**src/rtl/pipe_stage_reg.sv**
```systemverilog
// Pipeline stage register with valid/ready handshake, 2-entry skid buffer, flush and hold.
// Optional PIPE_STAGE_PERF_EN adds stall/flush event counters.
module pipe_stage_reg #(
    parameter int unsigned       DATA_W    = 64,
    parameter logic [DATA_W-1:0] NOP_VALUE = '0
) (
    input  logic              clk,
    input  logic              reset,
    input  logic              in_valid,
    input  logic [DATA_W-1:0] in_data,
    output logic              in_ready,
    input  logic              hold,
    input  logic              flush,
    output logic              out_valid,
    output logic [DATA_W-1:0] out_data,
    input  logic              out_ready,
    output logic [1:0]        occupancy
`ifdef PIPE_STAGE_PERF_EN
    ,
    output logic [31:0]       stall_cnt,
    output logic [31:0]       flush_cnt
`endif
);

    logic              out_valid_q, out_valid_d;
    logic [DATA_W-1:0] out_data_q, out_data_d;
    logic              skid_valid_q, skid_valid_d;
    logic [DATA_W-1:0] skid_data_q, skid_data_d;

    logic acc, eff_ready, xfer, main_load;

    assign in_ready  = ~skid_valid_q;
    assign acc       = in_valid & in_ready & ~flush;
    assign eff_ready = out_ready & ~hold;
    assign xfer      = out_valid_q & eff_ready;
    assign main_load = ~out_valid_q | xfer;

    always_comb begin
        out_valid_d  = out_valid_q;
        out_data_d   = out_data_q;
        skid_valid_d = skid_valid_q;
        skid_data_d  = skid_data_q;
        if (flush) begin
            out_valid_d  = 1'b0;
            out_data_d   = NOP_VALUE;
            skid_valid_d = 1'b0;
        end else if (main_load) begin
            // skid entry is older than any new input, so it always wins
            if (skid_valid_q) begin
                out_valid_d  = 1'b1;
                out_data_d   = skid_data_q;
                skid_valid_d = 1'b0;
            end else if (acc) begin
                out_valid_d = 1'b1;
                out_data_d  = in_data;
            end else begin
                out_valid_d = 1'b0;
            end
        end else if (acc) begin
            skid_valid_d = 1'b1;
            skid_data_d  = in_data;
        end
    end

    always_ff @(posedge clk) begin
        if (reset) begin
            out_valid_q  <= 1'b0;
            out_data_q   <= NOP_VALUE;
            skid_valid_q <= 1'b0;
            skid_data_q  <= NOP_VALUE;
        end else begin
            out_valid_q  <= out_valid_d;
            out_data_q   <= out_data_d;
            skid_valid_q <= skid_valid_d;
            skid_data_q  <= skid_data_d;
        end
    end

    assign out_valid = out_valid_q;
    assign out_data  = out_data_q;
    assign occupancy = {1'b0, out_valid_q} + {1'b0, skid_valid_q};

`ifdef PIPE_STAGE_PERF_EN
    logic [31:0] stall_cnt_q, flush_cnt_q;

    always_ff @(posedge clk) begin
        if (reset) begin
            stall_cnt_q <= '0;
            flush_cnt_q <= '0;
        end else begin
            if (out_valid_q & ~eff_ready) stall_cnt_q <= stall_cnt_q + 32'd1;
            if (flush)                    flush_cnt_q <= flush_cnt_q + 32'd1;
        end
    end

    assign stall_cnt = stall_cnt_q;
    assign flush_cnt = flush_cnt_q;
`endif

endmodule

```
**config.mk**
```make
export PLATFORM = sky130hd
export DESIGN_NAME = pipe_stage_reg
export DESIGN_NICKNAME = d
export VERILOG_FILES = /design/src/rtl/pipe_stage_reg.sv
export SDC_FILE = /design/constraint.sdc
export NUM_CORES = 1
export LEC_CHECK = 0
export BUFFER_PORTS_ARGS = -buffer_cell sky130_fd_sc_hd__buf_2
export CAP_MARGIN = 10
export CORE_ASPECT_RATIO = 1.4
export CORE_MARGIN = 1.5
export CORE_UTILIZATION = 25
export DETAILED_ROUTE_END_ITERATION = 10
export PLACE_DENSITY_LB_ADDON = 0.3
export SLEW_MARGIN = 20
export SYNTH_ARGS = -nofsm -noshare
export SYNTH_HDL_FRONTEND = slang
export SYNTH_SLANG_ARGS = --single-unit
```
**constraint.sdc**
```tcl
create_clock -name clk -period 3.5 [get_ports clk]
set_clock_uncertainty 0.05 [all_clocks]
set_input_delay 0.525 -clock clk [delete_from_list [all_inputs] [get_ports clk]]
set_output_delay 0.525 -clock clk [all_outputs]
set_load 0.005 [all_outputs]
```
==> metrics.csv <==
metric,value,unit
crit_required,2.92,ns
p_switching,0.000835,W
clockRootBuffer,clkbuf_16,
clock-sinks,130,
yosysSeqAreaShare,40.9,%
placed_area,7170,um2
maxSlewHeadroom,48.2,%
finalNonFillerCells,1081,
synthFlopType,dfxtp_1,
clk_latency,0.42,ns
portBuffers,137,
hpwlAfterDp,9140,um
seqPwrFrac,43.7,%
syn_area,6360,um2
drv_slew,0,
remaining_drc_errors,0,
finalCriticalPeriod,2.06,ns
yosys_register_bits,130,
cts_max_path_buffers,2,
maxCapViolations,0,
nNetsFinal,824,
dp_cells,1049,
cp-end-kind,output pin,
gp_congestion,0.657,
crit_fanout,29,
grt_max_degree,130,
syn_inst,639,
ff2ff_path_depth,4,
max_stage_delay,0.63,ns
power_density,450,nW/um2
die_x,138,um
pwr-share-comb,8.1,%
synth.most_common_cell,dfxtp_1,
setup_viol,0,
synth.avg_cell_area,9.95,um2
htree_levels,4,
p_total,0.00347,W
synth_xor_area_share,0,%
synthAdderAreaFrac,0.197,%
numCtsBuffers,17,
synth_nets,710,
holdBufCountCts,0,
synth.top_cell.area_share,40.9,%
path_cells,"ha_1, buf_2",
start_kind,flip-flop,
hold_path_class,in2reg,
core-area,24800,um2
synth_top_family_by_area,multiplexers,
cpMaxStageDelayCell,dfxtp_4,
rsz0062_at_grt,false,
cts_resized,0,
row_count,68,
io_pins,138,
grt_pass1_wl,23900,um
drtPass1Iterations,4,
critPathKind,reg2out,
synth_compound_area_share,0.354,%
synthArstFlopShare,0,%
whs_path_depth,2,
holdPathEnd,out_valid$_SDFFE_PP0P_,
netlist_top_cells_area,"dfxtp_1 41%, mux2i_1 20%, nand2b_1 13%, mux2_2 11%, nand2_1 7.6%",
synthMuxAreaShare,31.5,%
via_per_inst,4.29,
die_h,192,um
drive_above_1_share,31.5,%
synthSimpleGateAreaFrac,20.9,%
vias,4636,
cts_tree,yes,
reg2reg_to,out_data[16]$_SDFFE_PP0P_,
wl_per_cell,13.7,um
p_int,0.00264,W
r2r-start,skid_valid_q$_SDFFE_PP0P_,
fp.dieArea,26400,um2
fin_crit_sh,59.0,%
cts_setup_buffers,0,
hold_start,flush,
grtUsageTotal,11.8,%
wl,14800,um
dr.first_iter.drc_count,109,
synth_commonest_cells,"130 x dfxtp_1, 129 x nand2b_1, 128 x mux2i_1, 128 x nand2_1, 64 x mux2_2",
n_antenna_cell,0,
ant_nets,0,
grt_pass1_vias,4695,
synth_edf_count,0,
overflow,0,
path_clk_slew,0.06,ns
worst_ir_drop_vdd,0.000324,V
max_freq,0.484,GHz
setup_tns,0,ns
synth_cell_type_count,20,
antenna_found_initial,0,
finalHoldViolCount,0,
r2r_slack,1.51,ns
syn2layout_area_growth,21.4,%
status,"complete, no violations",
leakage,3.24,nW
worstMarginPinSlew,0.777,ns
synth_top_area_cell,dfxtp_1,
clkPwrFrac,48.2,%
switching_share,24.1,%
start_util,25.6,%
ys_warn_count,0,
crit_arrival,1.49,ns
fin_hold_ws,0.296,ns
fin_area,7710,um2
==> cell families after synthesis <==
family / after synthesis
simple gates: 262
mux: 192
fa+ha+maj: 1
flops: 130
buf+inv: 51
compound gates: 3
==> layout make-up <==
class | instances | area, um2
Fill cell | 2701 | 17100
Multi-Input combinational cell | 458 | 3400
Sequential cell | 130 | 2610
Timing Repair Buffer | 144 | 766
Clock buffer | 22 | 454
Tap cell | 315 | 394
Clock inverter | 10 | 86.3
Inverter | 2 | 7.51
==> stage by stage <==
stage                     setup WS (ns)  util, %
after floorplan                    1.96        -
final                              1.44     31.0
after global routing               1.33     31.0
after global placement             1.46     28.9
after CTS                          1.38     31.0
after detailed placement           1.44     28.9
==> worst max-delay path: cells and delay by family (launching register included) <==
kind | cells | cell delay, ns
DFF | 1 | 0.63
adders and majority gates | 1 | 0.31
buffers and inverters | 1 | 0.12
==> state kept, by name, indices dropped and copies added (netlist names) <==
name	cells
skid_data_q	64
out_valid	1
skid_valid_q	1
out_data	64
==> cells in the final DEF (no fill, tap or decap), drive strengths merged <==
master and n:
a311oi 1, buf 144, bufinv 1, clkbuf 22, clkinv 6, clkinvlp 3, dfxtp 130, ha 1
inv 2, mux2 64, mux2i 128, nand2 128, nand2b 130, nor2 2, nor2b 1, nor4 1
o21ai 1, o2bb2ai 1
==> per-layer routing <==
layer	track usage [%]	vias to the layer above	wire, um
met3	2.98	13	682
met2	20.7	91	7370
li1	-	2328	-
met1	13.5	2204	6530
met4	4.93	0	225
met5	0	-	0
==> power groups by stage <==
| stage | clock (W) | combinational (W) | sequential, W |
|---|---|---|---|
| floorplan | 0 | 0.000189 | 0.00155 |
| global placement | 0 | 0.000288 | 0.00155 |
| detailed placement | 0 | 0.000291 | 0.00155 |
| CTS | 0.00174 | 0.000292 | 0.00152 |
| global route | 0.00182 | 0.000315 | 0.00152 |
| finish | 0.00167 | 0.000282 | 0.00152 |
==> worst max path at each step <==
| stage | from | end | slack (ns) | cells after the start |
|---|---|---|---|---|
| after CTS | skid_valid_q$_SDFFE_PP0P_ | occupancy[0] | 1.38 | 2 |
| after global routing | skid_valid_q$_SDFFE_PP0P_ | occupancy[0] | 1.33 | 2 |
| after detailed placement | reset | skid_valid_q$_SDFFE_PP0P_ | 1.44 | 5 |
| after global placement | skid_valid_q$_SDFFE_PP0P_ | out_data[2]$_SDFFE_PP0P_ | 1.46 | 4 |
| after floorplan | flush | skid_data_q[10]$_SDFFE_PP0P_ | 1.96 | 5 |
| final | skid_valid_q$_SDFFE_PP0P_ | occupancy[0] | 1.44 | 2 |
Power figures use the tool's default switching activity.
